==> config.mk <==
export PLATFORM = sky130hd
export DESIGN_NAME = ps2_key_decoder
export DESIGN_NICKNAME = d
export VERILOG_FILES = /design/src/rtl/ps2_key_decoder.sv
export SDC_FILE = /design/constraint.sdc
export NUM_CORES = 1
export LEC_CHECK = 0
export ABC_AREA = 1
export CAP_MARGIN = 20
export CORE_MARGIN = 2
export CORE_UTILIZATION = 55
export DETAILED_ROUTE_END_ITERATION = 10
export PLACE_DENSITY = 0.77
export RECOVER_POWER = 25
export REMOVE_ABC_BUFFERS = 1
export SKIP_LAST_GASP = 1
export SYNTH_ARGS = -nofsm -noshare
export SYNTH_HDL_FRONTEND = slang
export SYNTH_SLANG_ARGS = --single-unit
==> constraint.sdc <==
create_clock -name clk -period 2.01 [get_ports clk]
set_input_delay 0.3015 -clock clk [delete_from_list [all_inputs] [get_ports clk]]
set_output_delay 0.3015 -clock clk [all_outputs]
set_load 0.02 [all_outputs]
==> src/rtl/ps2_key_decoder.sv <==
// PS/2 keyboard front end: synchronizes and glitch-filters the pins, frames 11-bit bytes and
// resolves E0/F0 prefixes into single-cycle make/break strobes. Optional macro: TYPEMATIC_FILTER_EN.
`timescale 1ns/1ps
module ps2_key_decoder #(
  parameter int FILTER_LEN     = 4,
  parameter int TIMEOUT_CYCLES = 10000,
  parameter int TO_W           = 14
) (
  input  logic       clk,
  input  logic       rst,
  input  logic       ps2_clk,
  input  logic       ps2_data,
  output logic [7:0] key_code,
  output logic       key_strobe,
  output logic       key_ext,
  output logic [7:0] brk_code,
  output logic       brk_strobe,
  output logic       frame_err
);
  localparam int FW = $clog2(FILTER_LEN + 1);

  typedef enum logic [1:0] {IDLE, DATA, PARITY, STOP} frame_t;
  typedef enum logic [1:0] {NORMAL, EXT, BRK, EXT_BRK} pfx_t;

  logic          clk_p0, clk_p1, dat_p0, dat_p1;
  logic [FW-1:0] flt_cnt;
  logic          clk_flt, fall, dat_smp;
  frame_t        state, state_nxt;
  logic [2:0]    bit_cnt;
  logic [7:0]    shreg;
  logic          par;
  logic [TO_W-1:0] to_cnt;
  logic          byte_valid, frm_err;
  pfx_t          pfx, pfx_nxt;
  logic          emit_make, emit_brk, emit_ext, make_ok;
  logic          rec_vld, rec_ext;
  logic [7:0]    rec_code;

  // Stage p0/p1: two-flop synchronizers, idle-high
  always_ff @(posedge clk) begin
    if (rst) begin
      {clk_p0, clk_p1} <= 2'b11;
      {dat_p0, dat_p1} <= 2'b11;
    end else begin
      clk_p0 <= ps2_clk;
      clk_p1 <= clk_p0;
      dat_p0 <= ps2_data;
      dat_p1 <= dat_p0;
    end
  end

  // Glitch filter: the level flips only after FILTER_LEN consecutive differing samples
  always_ff @(posedge clk) begin
    if (rst) begin
      flt_cnt <= '0;
      clk_flt <= 1'b1;
      fall    <= 1'b0;
      dat_smp <= 1'b1;
    end else begin
      fall <= 1'b0;
      if (clk_p1 == clk_flt) begin
        flt_cnt <= '0;
      end else if (flt_cnt == FW'(FILTER_LEN - 1)) begin
        clk_flt <= clk_p1;
        flt_cnt <= '0;
        fall    <= clk_flt;
        dat_smp <= dat_p1;
      end else begin
        flt_cnt <= flt_cnt + 1'b1;
      end
    end
  end

  always_comb begin
    state_nxt  = state;
    byte_valid = 1'b0;
    frm_err    = 1'b0;
    case (state)
      IDLE:   if (fall && !dat_smp) state_nxt = DATA;
      DATA:   if (fall && bit_cnt == 3'd7) state_nxt = PARITY;
      PARITY: if (fall) state_nxt = STOP;
      STOP: begin
        if (fall) begin
          state_nxt = IDLE;
          if (dat_smp && (^{shreg, par})) byte_valid = 1'b1;
          else                            frm_err    = 1'b1;
        end
      end
      default: state_nxt = IDLE;
    endcase
    if (state != IDLE && !fall && to_cnt == TO_W'(TIMEOUT_CYCLES - 1)) begin
      state_nxt = IDLE;
      frm_err   = 1'b1;
    end
  end

  always_ff @(posedge clk) begin
    if (rst) begin
      state   <= IDLE;
      bit_cnt <= '0;
      shreg   <= '0;
      par     <= 1'b0;
      to_cnt  <= '0;
    end else begin
      state <= state_nxt;
      if (fall || state == IDLE) to_cnt <= '0;
      else                       to_cnt <= to_cnt + 1'b1;
      if (fall) begin
        case (state)
          IDLE:   bit_cnt <= '0;
          DATA: begin
            shreg   <= {dat_smp, shreg[7:1]};
            bit_cnt <= bit_cnt + 1'b1;
          end
          PARITY: par <= dat_smp;
          default: ;
        endcase
      end
    end
  end

  always_comb begin
    pfx_nxt   = pfx;
    emit_make = 1'b0;
    emit_brk  = 1'b0;
    emit_ext  = 1'b0;
    if (frm_err) begin
      pfx_nxt = NORMAL;
    end else if (byte_valid) begin
      if (shreg == 8'h00 || shreg == 8'hAA || shreg == 8'hFA) begin
        pfx_nxt = NORMAL;
      end else if (shreg == 8'hE0) begin
        pfx_nxt = (pfx == EXT_BRK) ? EXT_BRK : EXT;
      end else if (shreg == 8'hF0) begin
        pfx_nxt = (pfx == EXT || pfx == EXT_BRK) ? EXT_BRK : BRK;
      end else begin
        pfx_nxt   = NORMAL;
        emit_ext  = (pfx == EXT) || (pfx == EXT_BRK);
        emit_brk  = (pfx == BRK) || (pfx == EXT_BRK);
        emit_make = !emit_brk;
      end
    end
  end

`ifdef TYPEMATIC_FILTER_EN
  assign make_ok = emit_make && !(rec_vld && rec_ext == emit_ext && rec_code == shreg);
`else
  assign make_ok = emit_make;
`endif

  // Last delivered make; a matching break re-arms delivery of the same key
  always_ff @(posedge clk) begin
    if (rst) begin
      rec_vld  <= 1'b0;
      rec_ext  <= 1'b0;
      rec_code <= '0;
    end else if (emit_make) begin
      rec_vld  <= 1'b1;
      rec_ext  <= emit_ext;
      rec_code <= shreg;
    end else if (emit_brk && rec_vld && rec_ext == emit_ext && rec_code == shreg) begin
      rec_vld <= 1'b0;
    end
  end

  // Output stage: registered strobes one cycle after the stop-bit edge
  always_ff @(posedge clk) begin
    if (rst) begin
      pfx        <= NORMAL;
      key_strobe <= 1'b0;
      key_code   <= '0;
      brk_strobe <= 1'b0;
      brk_code   <= '0;
      key_ext    <= 1'b0;
      frame_err  <= 1'b0;
    end else begin
      pfx        <= pfx_nxt;
      key_strobe <= make_ok;
      key_code   <= make_ok ? shreg : 8'h00;
      brk_strobe <= emit_brk;
      brk_code   <= emit_brk ? shreg : 8'h00;
      key_ext    <= (make_ok || emit_brk) && emit_ext;
      frame_err  <= frm_err;
    end
  end
endmodule

## After elaboration in Yosys (flattened, before gate mapping)

Cells that the tools add are included.

| word-level totals | value |
|---|---|
| register bits | 60 |
| word-level logic and storage cells | 110 |
| output and inout port bits | 20 |
| bits of input ports | 4 |

| cells by class | value |
|---|---|
| $add $sub $neg | 3 |
| bitwise gates (word level) | 4 |
| eq/ne operators | 18 |
| reductions and logical operators | 32 |
| multiplexer cells | 33 |

Operators by type and width:

| cell | count |
|---|---|
| equality test 8 bit (second input constant) | 4 |
| 2-to-1 mux 1 bit | 23 |
| 2-to-1 mux 2 bit | 8 |
| adder 14 x 1 -> 14 bit (second input constant) | 1 |
| equality test 14 bit (second input constant) | 1 |
| OR reduction 2 bit | 5 |
| parity 9 bit | 1 |
| equality test 2 bit (second input constant) | 4 |
| zero test 8 bit | 1 |
| inequality test 2 bit (second input constant) | 4 |
| case mux 2 bit (4 select lines) | 1 |
| AND reduction 2 bit | 4 |
| adder 3 x 1 -> 3 bit (second input constant) | 2 |
| logical AND 1 bit | 6 |
| logical OR 1 bit | 6 |
| case mux 3 bit (2 select lines) | 1 |
| OR reduction 3 bit | 2 |
| equality test 2 x 1 -> 1 bit (second input constant) | 2 |
| NOT 1 bit | 4 |
| AND reduction 4 bit | 1 |
| nonzero test 2 bit | 2 |
| equality test 3 x 2 -> 1 bit (second input constant) | 1 |
| equality test 3 bit (second input constant) | 1 |
| zero test 1 bit | 3 |
| other kinds (2) | 2 |

## Depth between registers and ports, before layout

Gate-level depths: netlist of run 1.

| logic depth | value |
|---|---|
| depth in word-level cells | 10 |
| depth in mapped cells | 12 |

## Worst setup path before layout of run 1

OpenSTA, ideal clock, no wires.

| timing | value |
|---|---|
| kind | register to register |
| start point | register state[0] |
| end point | register to_cnt[11] |
| stages on the path, launching flop included | 8 |
| data required time | 1.924 ns |
| clock period less this slack | 1.492 ns |
| path slack | 0.518 ns |
| setup time | 0.086 ns |
| arrival time | 1.406 ns |
| cell sequence | dfxtp_1 -> inv_1 -> ha_1 -> nor2_1 -> inv_1 -> nor2_1 -> clkinv_1 -> a211oi_1 |

| between the ends | value |
|---|---|
| word-level cells in the longest chain between the ends | 3 |

Ends and longest elaborated chain:

| what | RTL line | source |
|---|---|---|
| start: declaration | 28 | `frame_t state, state_nxt;` |
| start signal: assignment | 105 | `state <= state_nxt;` |
| zero test 2 bit | 106 | `if (fall \|\| state == IDLE) to_cnt <= '0;` |
| logical OR 1 bit | 106 |  |
| OR reduction 2 bit (no line) | -- |  |
| end signal: assignment | 107 | `else to_cnt <= to_cnt + 1'b1;` |
| end: declaration | 32 | `logic [TO_W-1:0] to_cnt;` |

Every way passes these cells.
A chain may end at the register's enable or synchronous reset.

## Worst setup path in the final report of run 1

| timing | value |
|---|---|
| start point | register shreg[2] |
| end point | register pfx[1] |

| between the ends | value |
|---|---|
| word-level cells in the longest chain between the ends | 7 |
| elaborated cells between the ends (all ways) | 20 |
| classes of those cells | eq/ne (4); mux (10); reduce/logical (6) |

Ends and longest elaborated chain:

| what | RTL line | source |
|---|---|---|
| start: declaration | 30 | `logic [7:0] shreg;` |
| start signal: assignment | 112 | `shreg <= {dat_smp, shreg[7:1]};` |
| parity 9 bit | 85 | `if (dat_smp && (^{shreg, par})) byte_valid = 1'b1;` |
| logical AND 1 bit | 85 |  |
| 2-to-1 mux 1 bit | 85 |  |
| 2-to-1 mux 1 bit | 83 | `if (fall) begin` |
| 2-to-1 mux 1 bit | 78 | `case (state)` |
| 2-to-1 mux 1 bit | 91 | `if (state != IDLE && !fall && to_cnt == TO_W'(TIMEOUT_CYCLES - 1)) begin` |
| OR reduction 2 bit (no line) | -- |  |
| end signal: assignment | 177 | `pfx <= pfx_nxt;` |
| end: declaration | 34 | `pfx_t pfx, pfx_nxt;` |

Parallel ways exist; a longest one is shown, timed or not.

==> metrics, run 1 <==
status completed; H-Tree Depth 3; Root Buffer clkbuf_8; WL per Instance 11.0 um; fill cell count 350; hold_buf cts 0; final wirelength 4.26 mm; CTS clk-pin slew, worst paths 0.06 ns; Worst Setup End Kind register; Final Hold Fails 0; DPL Wire Length 3.11 mm; ant diodes 0; final antenna-violating net count 0; RSZ-0062 raised after global routing no; Crit path required time 2.26 ns; total number of vias 1,940; Vias/cell 5.03; die height 69.8 um; R2R Path Start shreg[2]; GRT Resource Usage Total 19.1%; period utilisation layout 84.8%; core region area 4090 um2; Syn Area/Cell 7.95 um2; Yosys cell types 27; Final setup viols 0; Rel. slew slack 65.4%; Util after Layout 70.2%; Tmin final 1.70 ns; Worst Setup SP shreg[2]; flop-to-flop setup slack 0.31 ns; PortBufs 23; largest buffer count on any clock path 2; Static Leak 1.12 nW; Worst EP arrival 1.96 ns; worst hold path type register to register; initial antenna violation count 0; Placement Rows 23; skew final 0.00713 ns; reg2reg path depth 7; flops & latches, synth 60; YS warnings 0; pin count of the biggest net entering global routing 19; actual slew at the worst max-slew pin 0.512 ns; DRT iter0 DRCs 161; Slew Limit Fails 0; fin cells 386; share of cells above drive strength 1 8.93%; register area 1200 um2; Die ar. 4880 um2; CTS tree yes; Layout area overhead 20.4%; Sink Count 60; clock buffer count from CTS 9; Setup crit end pfx[1]; VDD IR max 0.556 mV; post-cts repair resize count 0; Final TNS setup 0 ns; Die Wd 69.8 um; CP max FO 4; area occupied by multi-input gates 1020 um2; Yosys top cell area share 50.4%; max-cap check violation count 0; Synth Cell Area 2380 um2; Placer Congestion 0.867; Cells after DPL 372; Seq/Total Area, Yosys 50.4%; Initial Util 58.3%; CP Launch Type register; Worst Setup Slack, final 0.305 ns; maximum clock rate 587 MHz; total grt overflow 0; Power Dens Cells 791 nW/um2; Worst-Skew Late Latency 0.32 ns; WS Path Type register to register; Mapped Cells 300; Synth area leader dfxtp_1; Post-CTS Setup Repair Bufs 0; most area-consuming cells after synthesis dfxtp_1 (50%), nand2_1 (8.5%), nor2_1 (6.0%), a21oi_1 (5.7%), inv_1 (4.9%); io pins 24; fin nets 346; number of global-route vias before repair 1,777; # DRC 0; pre-CTS setup slack 0.277 ns; reg-to-reg endpoint pfx[1]; global-route wire length before repair 7.36 mm; First-pass DRT Iterations 4
## metal layers
metal  GRT usage, %  part of all wire [%]
met5              0                     0
met4           8.76                   1.8
met3           5.81                   4.2
met2           31.7                    46
met1           22.5                    48
## critical path: stages (launching register included)
cell,delay (ns)
dfxtp_1,0.33
inv_1,0.13
nand2_1,0.11
nor3_1,0.35
nand3_1,0.18
o21ai_0,0.22
nand4_1,0.13
a21oi_1,0.18
## worst min-delay path by stage
stage | from | end | slack [ns] | depth (start not counted)
2_1_floorplan | rst | bit_cnt[1] | 0.37 | 1
3_3_place_gp | dat_p0 | dat_p1 | 0.39 | 1
3_5_place_dp | clk_p0 | clk_p1 | 0.40 | 1
4_1_cts | dat_p0 | dat_p1 | 0.41 | 1
5_1_grt | dat_p0 | dat_p1 | 0.43 | 1
6_report | dat_p0 | dat_p1 | 0.41 | 1
## metrics by stage
stage	hold WS [ns]	power, mW	area [um2]
2_1_floorplan	0.371	1.23	2360
3_3_place_gp	0.393	1.25	2690
3_5_place_dp	0.400	1.25	2690
4_1_cts	0.415	2.29	2880
5_1_grt	0.428	2.34	2870
6_report	0.410	2.27	2870
## layout make-up
type	count	area share [%]
tap	50	2.18
multi-input combinational	199	35.6
inverter	36	4.88
timing repair buffer	27	8.81
clock inverter	2	1.22
clock buffer	12	5.41
sequential	60	41.9
## layout by cell type, fill, tap and decap left out, drive strengths merged, types with 2 or more instances in the layout
| cell type | Yosys | final |
|---|---|---|
| xnor2 | 2 | 2 |
| clkbuf | 5 | 14 |
| clkinv | 1 | 2 |
| nor3 | 8 | 8 |
| inv | 35 | 35 |
| nand4 | 5 | 5 |
| nand3 | 18 | 18 |
| nand2 | 55 | 55 |
| ha | 9 | 9 |
| clkdlybuf4s50 | 0 | 15 |
| o21ai | 18 | 18 |
| nor2 | 40 | 40 |
| a21oi | 27 | 27 |
| dlygate4sd3 | 0 | 8 |
| nand3b | 2 | 2 |
| or2 | 8 | 8 |
| buf | 0 | 2 |
| xor2 | 2 | 2 |
| dfxtp | 60 | 60 |
## cell families after synthesis
family | Yosys count | synth area share, %
buffers and inverters | 41 | 6.72
XOR/XNOR | 4 | 1.47
adder cells (fa/ha/maj) | 9 | 4.72
AND/OR/NAND/NOR | 137 | 26.0
flip-flops | 60 | 50.4
AO/OA/AOI/OAI | 49 | 10.7
## cells in the mapped netlist, drive strengths merged
cell type and count:
nor4 1, nor3 8, a31oi 1, xnor2 2, clkinv 1, o21ai 18, or2 8, nand4 5
nand3 18, dfxtp 60, xor2 2, inv 35, a21oi 27, clkbuf 5, o41ai 1, a211oi 1
ha 9, nand3b 2, nand2 55, nor2 40, o211ai 1
## state kept, by name, indices dropped and copies added, names as in the netlist, 2 cells and up
| signal | count |
|---|---|
| state | 2 |
| shreg | 8 |
| bit_cnt | 3 |
| flt_cnt | 3 |
| brk_code | 8 |
| to_cnt | 14 |
| key_code | 8 |
| pfx | 2 |
## power by group
| part | total (mW) | switching (mW) | internal, mW | leakage (nW) |
|---|---|---|---|---|
| Sequential | 1.20 | 0.00154 | 1.19 | 0.484 |
| Clock | 1.05 | 0.423 | 0.625 | 0.0983 |
| Combinational | 0.0273 | 0.0150 | 0.0123 | 0.535 |
Note: power is estimated with default switching activity, not from simulation.
==> run 2: changes to the inputs <==
==> constraint.sdc (replaced) <==
create_clock -name clk -period 1.6 [get_ports clk]
set_input_delay 0.24 -clock clk [delete_from_list [all_inputs] [get_ports clk]]
set_output_delay 0.24 -clock clk [all_outputs]
set_load 0.02 [all_outputs]
==> metrics, run 2 (synthesis results as in run 1) <==
Slew Limit Fails 0 (unchanged); Final Hold Fails 0 (unchanged); WL per Instance 12.4 um (+13%); max-cap check violation count 0 (unchanged); VDD IR max 0.619 mV (+11%); total number of vias 2,096 (+8.0%); Vias/cell 5.19 (+3.2%); final wirelength 5.03 mm (+18%); CTS tree yes; leading cell types in the layout, fill and taps excluded nand2_1 (51), dfxtp_1 (49), nor2_1 (33), inv_1 (28), a21oi_1 (26); fin nets 364 (+5.2%); total grt overflow 0 (unchanged); Die ar. 4880 um2 (unchanged); number of flip-flops in the largest register 14 (unchanged); Final setup viols 0 (unchanged); total power 2.87 mW (+26%); final antenna-violating net count 0 (unchanged); reg2reg path depth 8 (+1); PortBufs 23 (unchanged); Placed Area 2780 um2 (+3.6%); largest buffer count on any clock path 2 (unchanged); hold_buf cts 0 (unchanged); Placement Rows 23 (unchanged); uppermost routed layer met4; DPL Wire Length 3.39 mm (+8.9%); worst hold slack 0.409 ns (-0.000570 ns); worst hold path type register to register; Placer Congestion 0.852 (-1.7%); Hold Crit Start dat_p0; clock buffer count from CTS 9 (unchanged); share of cells above drive strength 1 22.3% (+13 points); Sink Count 60 (unchanged); wl on met1 2.19 mm (+7.6%); most common cell after layout, fill and taps aside nand2_1; Worst Setup End Kind register; pre-CTS setup slack -0.00617 ns (-0.283 ns); Worst EP arrival 1.83 ns (-0.13 ns); maximum clock rate 638 MHz (+8.8%); status completed; Met2 Wirelength 2.49 mm (+27%); global-route wire length before repair 8.36 mm (+14%); hold depth 1 (unchanged); CP max FO 4 (unchanged); First-pass DRT Iterations 4 (unchanged); Hold Path End dat_p1; metal3 WL 220 um (+24%); flop-to-flop setup slack 0.03 ns (-0.27 ns); number of global-route vias before repair 1,977 (+11%); core region area 4090 um2 (unchanged); actual slew at the worst max-slew pin 0.378 ns (-0.134 ns); fin cells 404 (+4.7%); Die Wd 69.8 um (unchanged); GRT Resource Usage Total 21.4% (+2.3 points); Worst-Skew Late Latency 0.34 ns (+0.02 ns); skew final 0.00835 ns (+0.00122 ns); io pins 24 (unchanged); ant diodes 0 (unchanged); Static Leak 1.19 nW (+6.3%); Root Buffer clkbuf_8; Worst Setup Slack, final 0.0328 ns (-0.272 ns); Final Cell Area 3100 um2 (+8.1%); Cells after DPL 385 (+3.5%); Initial Util 58.3% (unchanged); R2R Path Start state[1]; reg-to-reg endpoint state[1]; H-Tree Depth 3 (unchanged); Layout area overhead 30.1%; Crit path required time 1.86 ns (-0.40 ns); # DRC 0 (unchanged); largest reg by FF count to_cnt; Rel. slew slack 74.8% (+9.3 points); initial antenna violation count 0 (unchanged); CTS clk-pin slew, worst paths 0.06 ns (about the same); RSZ-0062 raised after global routing yes; Tmin final 1.57 ns (-0.138 ns); Power Dens Cells 924 nW/um2 (+17%); period utilisation layout 97.9% (+13 points); WS Path Type register to register; DRT iter0 DRCs 170 (+5.6%); CP Launch Type register; pin count of the biggest net entering global routing 17 (-2); die height 69.8 um (unchanged); fill cell count 301 (-14%)
-- run 2: how the worst max path moves through the flow --
stage	from	endpoint	slack, ns	depth (start not counted)
2_1_floorplan	state[0]	to_cnt[11]	0.11	7
3_3_place_gp	shreg[1]	brk_code[1]	0.05	11
3_5_place_dp	shreg[1]	brk_code[0]	-0.006	11
4_1_cts	shreg[1]	brk_code[0]	0.007	11
5_1_grt	shreg[6]	brk_code[1]	-0.07	11
6_report	state[1]	state[1]	0.03	8
-- run 2: through the flow --
| stage | utilization, % | TNS, ns |
|---|---|---|
| 3_5_place_dp | 68.1 | -0.00617 |
| 6_report | 75.9 | 0 |
| 3_3_place_gp | 68.1 | 0 |
| 4_1_cts | 72.8 | 0 |
| 2_1_floorplan | - | 0 |
| 5_1_grt | 75.9 | -0.356 |
-- run 2: timing repair --
item | in CTS | in global routing
pin swaps | 0 | 10
setup buffers | 0 | 5
resized for setup | 2 | 39
endpoints found under the setup margin | 12 | 31
-- run 2: where the power goes --
| group | internal, mW | leakage [nW] | switching [mW] |
|---|---|---|---|
| clock | 0.784 | 0.0983 | 0.548 |
| sequential | 1.49 | 0.491 | 0.00210 |
| combinational | 0.0185 | 0.599 | 0.0220 |
| total | 2.30 | 1.19 | 0.572 |
-- run 2: worst max-delay path, stage by stage (launching register included) --
cell and delay (ns):
dfxtp_2 0.33, inv_2 0.08, ha_1 0.21, inv_1 0.06, o21ai_1 0.14, o41ai_1 0.09, buf_4 0.15, or2_2 0.29
a21oi_2 0.14
-- run 2: area by class of cell --
class / instances / area, um2 / area share (%)
inverter: 36 / 143 / 4.60
timing repair buffer: 45 / 392 / 12.6
clock buffer: 12 / 155 / 5.00
clock inverter: 2 / 35.0 / 1.13
tap: 50 / 62.6 / 2.02
multi-input combinational: 199 / 1090 / 35.1
sequential: 60 / 1220 / 39.5
-- run 2: routing by layer --
metal	up-vias	GRT usage (%)
li1	1070	-
met1	964	24.3
met2	52	36.2
met3	10	4.65
met4	0	13.7
met5	-	0
==> run 3: changes to the inputs <==
--- a/config.mk
+++ b/config.mk
@@ -7,7 +7,6 @@
 export LEC_CHECK = 0
 export ABC_AREA = 1
 export CAP_MARGIN = 20
-export CORE_MARGIN = 2
 export CORE_UTILIZATION = 55
 export DETAILED_ROUTE_END_ITERATION = 10
 export PLACE_DENSITY = 0.77
==> metrics, run 3 (synthesis results as in run 1) <==
CP Launch Type register; Worst-Skew Late Latency 0.33 ns (about the same); Layout area overhead 27.2%; DRT iter0 DRCs 143 (-16%); PortBufs 23 (unchanged); final wirelength 4.59 mm (-8.7%); # DRC 0 (unchanged); total grt overflow 0 (unchanged); hold_buf cts 0 (unchanged); Slew Limit Fails 0 (unchanged); Die ar. 4600 um2 (-5.6%); CP max FO 4 (unchanged); number of global-route vias before repair 1,795 (-9.2%); number of flip-flops in the largest register 14 (unchanged); total number of vias 2,026 (-3.3%); Final Hold Fails 0 (unchanged); Worst Setup Slack, final 0.0703 ns (+0.0375 ns); core region area 4090 um2 (unchanged); WL per Instance 11.5 um (-7.5%); largest reg by FF count to_cnt; Final TNS setup 0 ns (unchanged); skew final 0.00611 ns (-0.00224 ns); Worst Setup End Kind register; clock buffer count from CTS 9 (unchanged); status completed; CP dominant cell by count inv_1; Buffers & Inverters on Critical Path 3 (unchanged); WS Path Type register to register; Util after Layout 74.2% (-1.7 points); Crit path depth 8 (unchanged); CTS clk-pin slew, worst paths 0.06 ns (about the same); register area 1220 um2 (-0.61%); largest buffer count on any clock path 2 (unchanged); GRT met3 Usage 6.50% (+1.8 points); R2R Path Start state[1]; GRT Max-Usage Layer met2; io pins 24 (unchanged); pre-CTS setup slack 0.0268 ns (+0.0330 ns); Cells after DPL 385 (unchanged); Rel. slew slack 82.8% (+8.0 points); area occupied by multi-input gates 1080 um2 (-0.69%); Static Leak 1.17 nW (-1.7%); met1 Use GR 26.0% (+1.7 points); Placement Rows 23 (unchanged); Vias/cell 5.08 (-2.1%); initial antenna violation count 0 (unchanged); H-Tree Depth 3 (unchanged); Die Wd 67.8 um (-2.9%); share of cells above drive strength 1 21.2% (-1.1 points); First-pass DRT Iterations 4 (unchanged); Power Dens Cells 873 nW/um2 (-5.6%); die height 67.8 um (-2.9%); GRT Resource Usage Total 22.3% (+0.92 points); Initial Util 58.3% (unchanged); Tmin final 1.53 ns (-0.0375 ns); Worst Setup SP state[1]; cell family with most CP delay flip-flops; Worst EP arrival 1.80 ns (-0.03 ns); worst hold path type register to register; Final setup viols 0 (unchanged); Sink Count 60 (unchanged); period utilisation layout 95.6% (-2.3 points); worst hold slack 0.408 ns (-0.00102 ns); reg2reg path depth 8 (unchanged); worst path cell trace inv_1 -> ha_2 -> inv_1 -> o21ai_2 -> o41ai_2 -> buf_4 -> or2_2 -> a21oi_2; Placed Area 2780 um2 (unchanged); Max stage delay on crit path 0.33 ns (about the same); max-cap check violation count 0 (unchanged); Hold Crit Start dat_p0; fin nets 362 (-0.55%); pin count of the biggest net entering global routing 17 (unchanged); slowest CP cell dfxtp_1; DPL Wire Length 3.22 mm (-5.1%); total power 2.65 mW (-7.7%); Placer Congestion 0.834 (-2.2%); Final Cell Area 3030 um2 (-2.2%); hold depth 1 (unchanged); CTS tree yes; fill cell count 308 (+2.3%); ant diodes 0 (unchanged); Root Buffer clkbuf_8; RSZ-0062 raised after global routing yes; Crit path required time 1.87 ns (about the same); VDD IR max 0.699 mV (+13%); fin cells 399 (-1.2%); final antenna-violating net count 0 (unchanged); M2 GR Usage 36.1% (-0.052 points); leading cell types in the layout, fill and taps excluded nand2_1 (51), dfxtp_1 (51), nor2_1 (35), inv_1 (27), a21oi_1 (26); global-route wire length before repair 7.44 mm (-11%); maximum clock rate 654 MHz (+2.4%); actual slew at the worst max-slew pin 0.256 ns (-0.122 ns)
## run 3: timing repair
action	CTS	global route
setup buffers	0	3
resized for setup	1	34
pin swaps	0	7
endpoints found under the setup margin	1	28
## run 3: worst paths after layout
| path | endpoint | slack (ns) |
|---|---|---|
| worst min-delay path | dat_p1 | 0.41 |
| worst max register to register | state[0] | 0.07 |
| worst min register to register | dat_p1 | 0.41 |
| worst max-delay path | state[0] | 0.07 |
## run 3: layer usage
metal	share of wire (%)	vias to the layer above
met2	48	41
met4	2.3	0
li1	-	1063
met1	47	912
met3	3.4	10
met5	0	-
## run 3: final cells by class
| type | instances | share of cell area (%) |
|---|---|---|
| repair buffers | 43 | 12.4 |
| inverters | 36 | 4.70 |
| clock buffers | 11 | 4.99 |
| flip-flops and latches | 60 | 40.1 |
| well taps | 50 | 2.06 |
| multi-input cells | 199 | 35.7 |
## run 3: worst reg2reg max path, cell delays in order, from the launching register on
cell,delay (ns)
dfxtp_1,0.33
inv_1,0.11
ha_2,0.22
inv_1,0.06
o21ai_2,0.13
o41ai_2,0.08
buf_4,0.14
or2_2,0.27
a21oi_2,0.12
## run 3: power by group
part	internal (mW)	switching (mW)	leakage, nW
sequential	1.50	0.00190	0.489
clock	0.602	0.506	0.0791
combinational	0.0201	0.0209	0.600
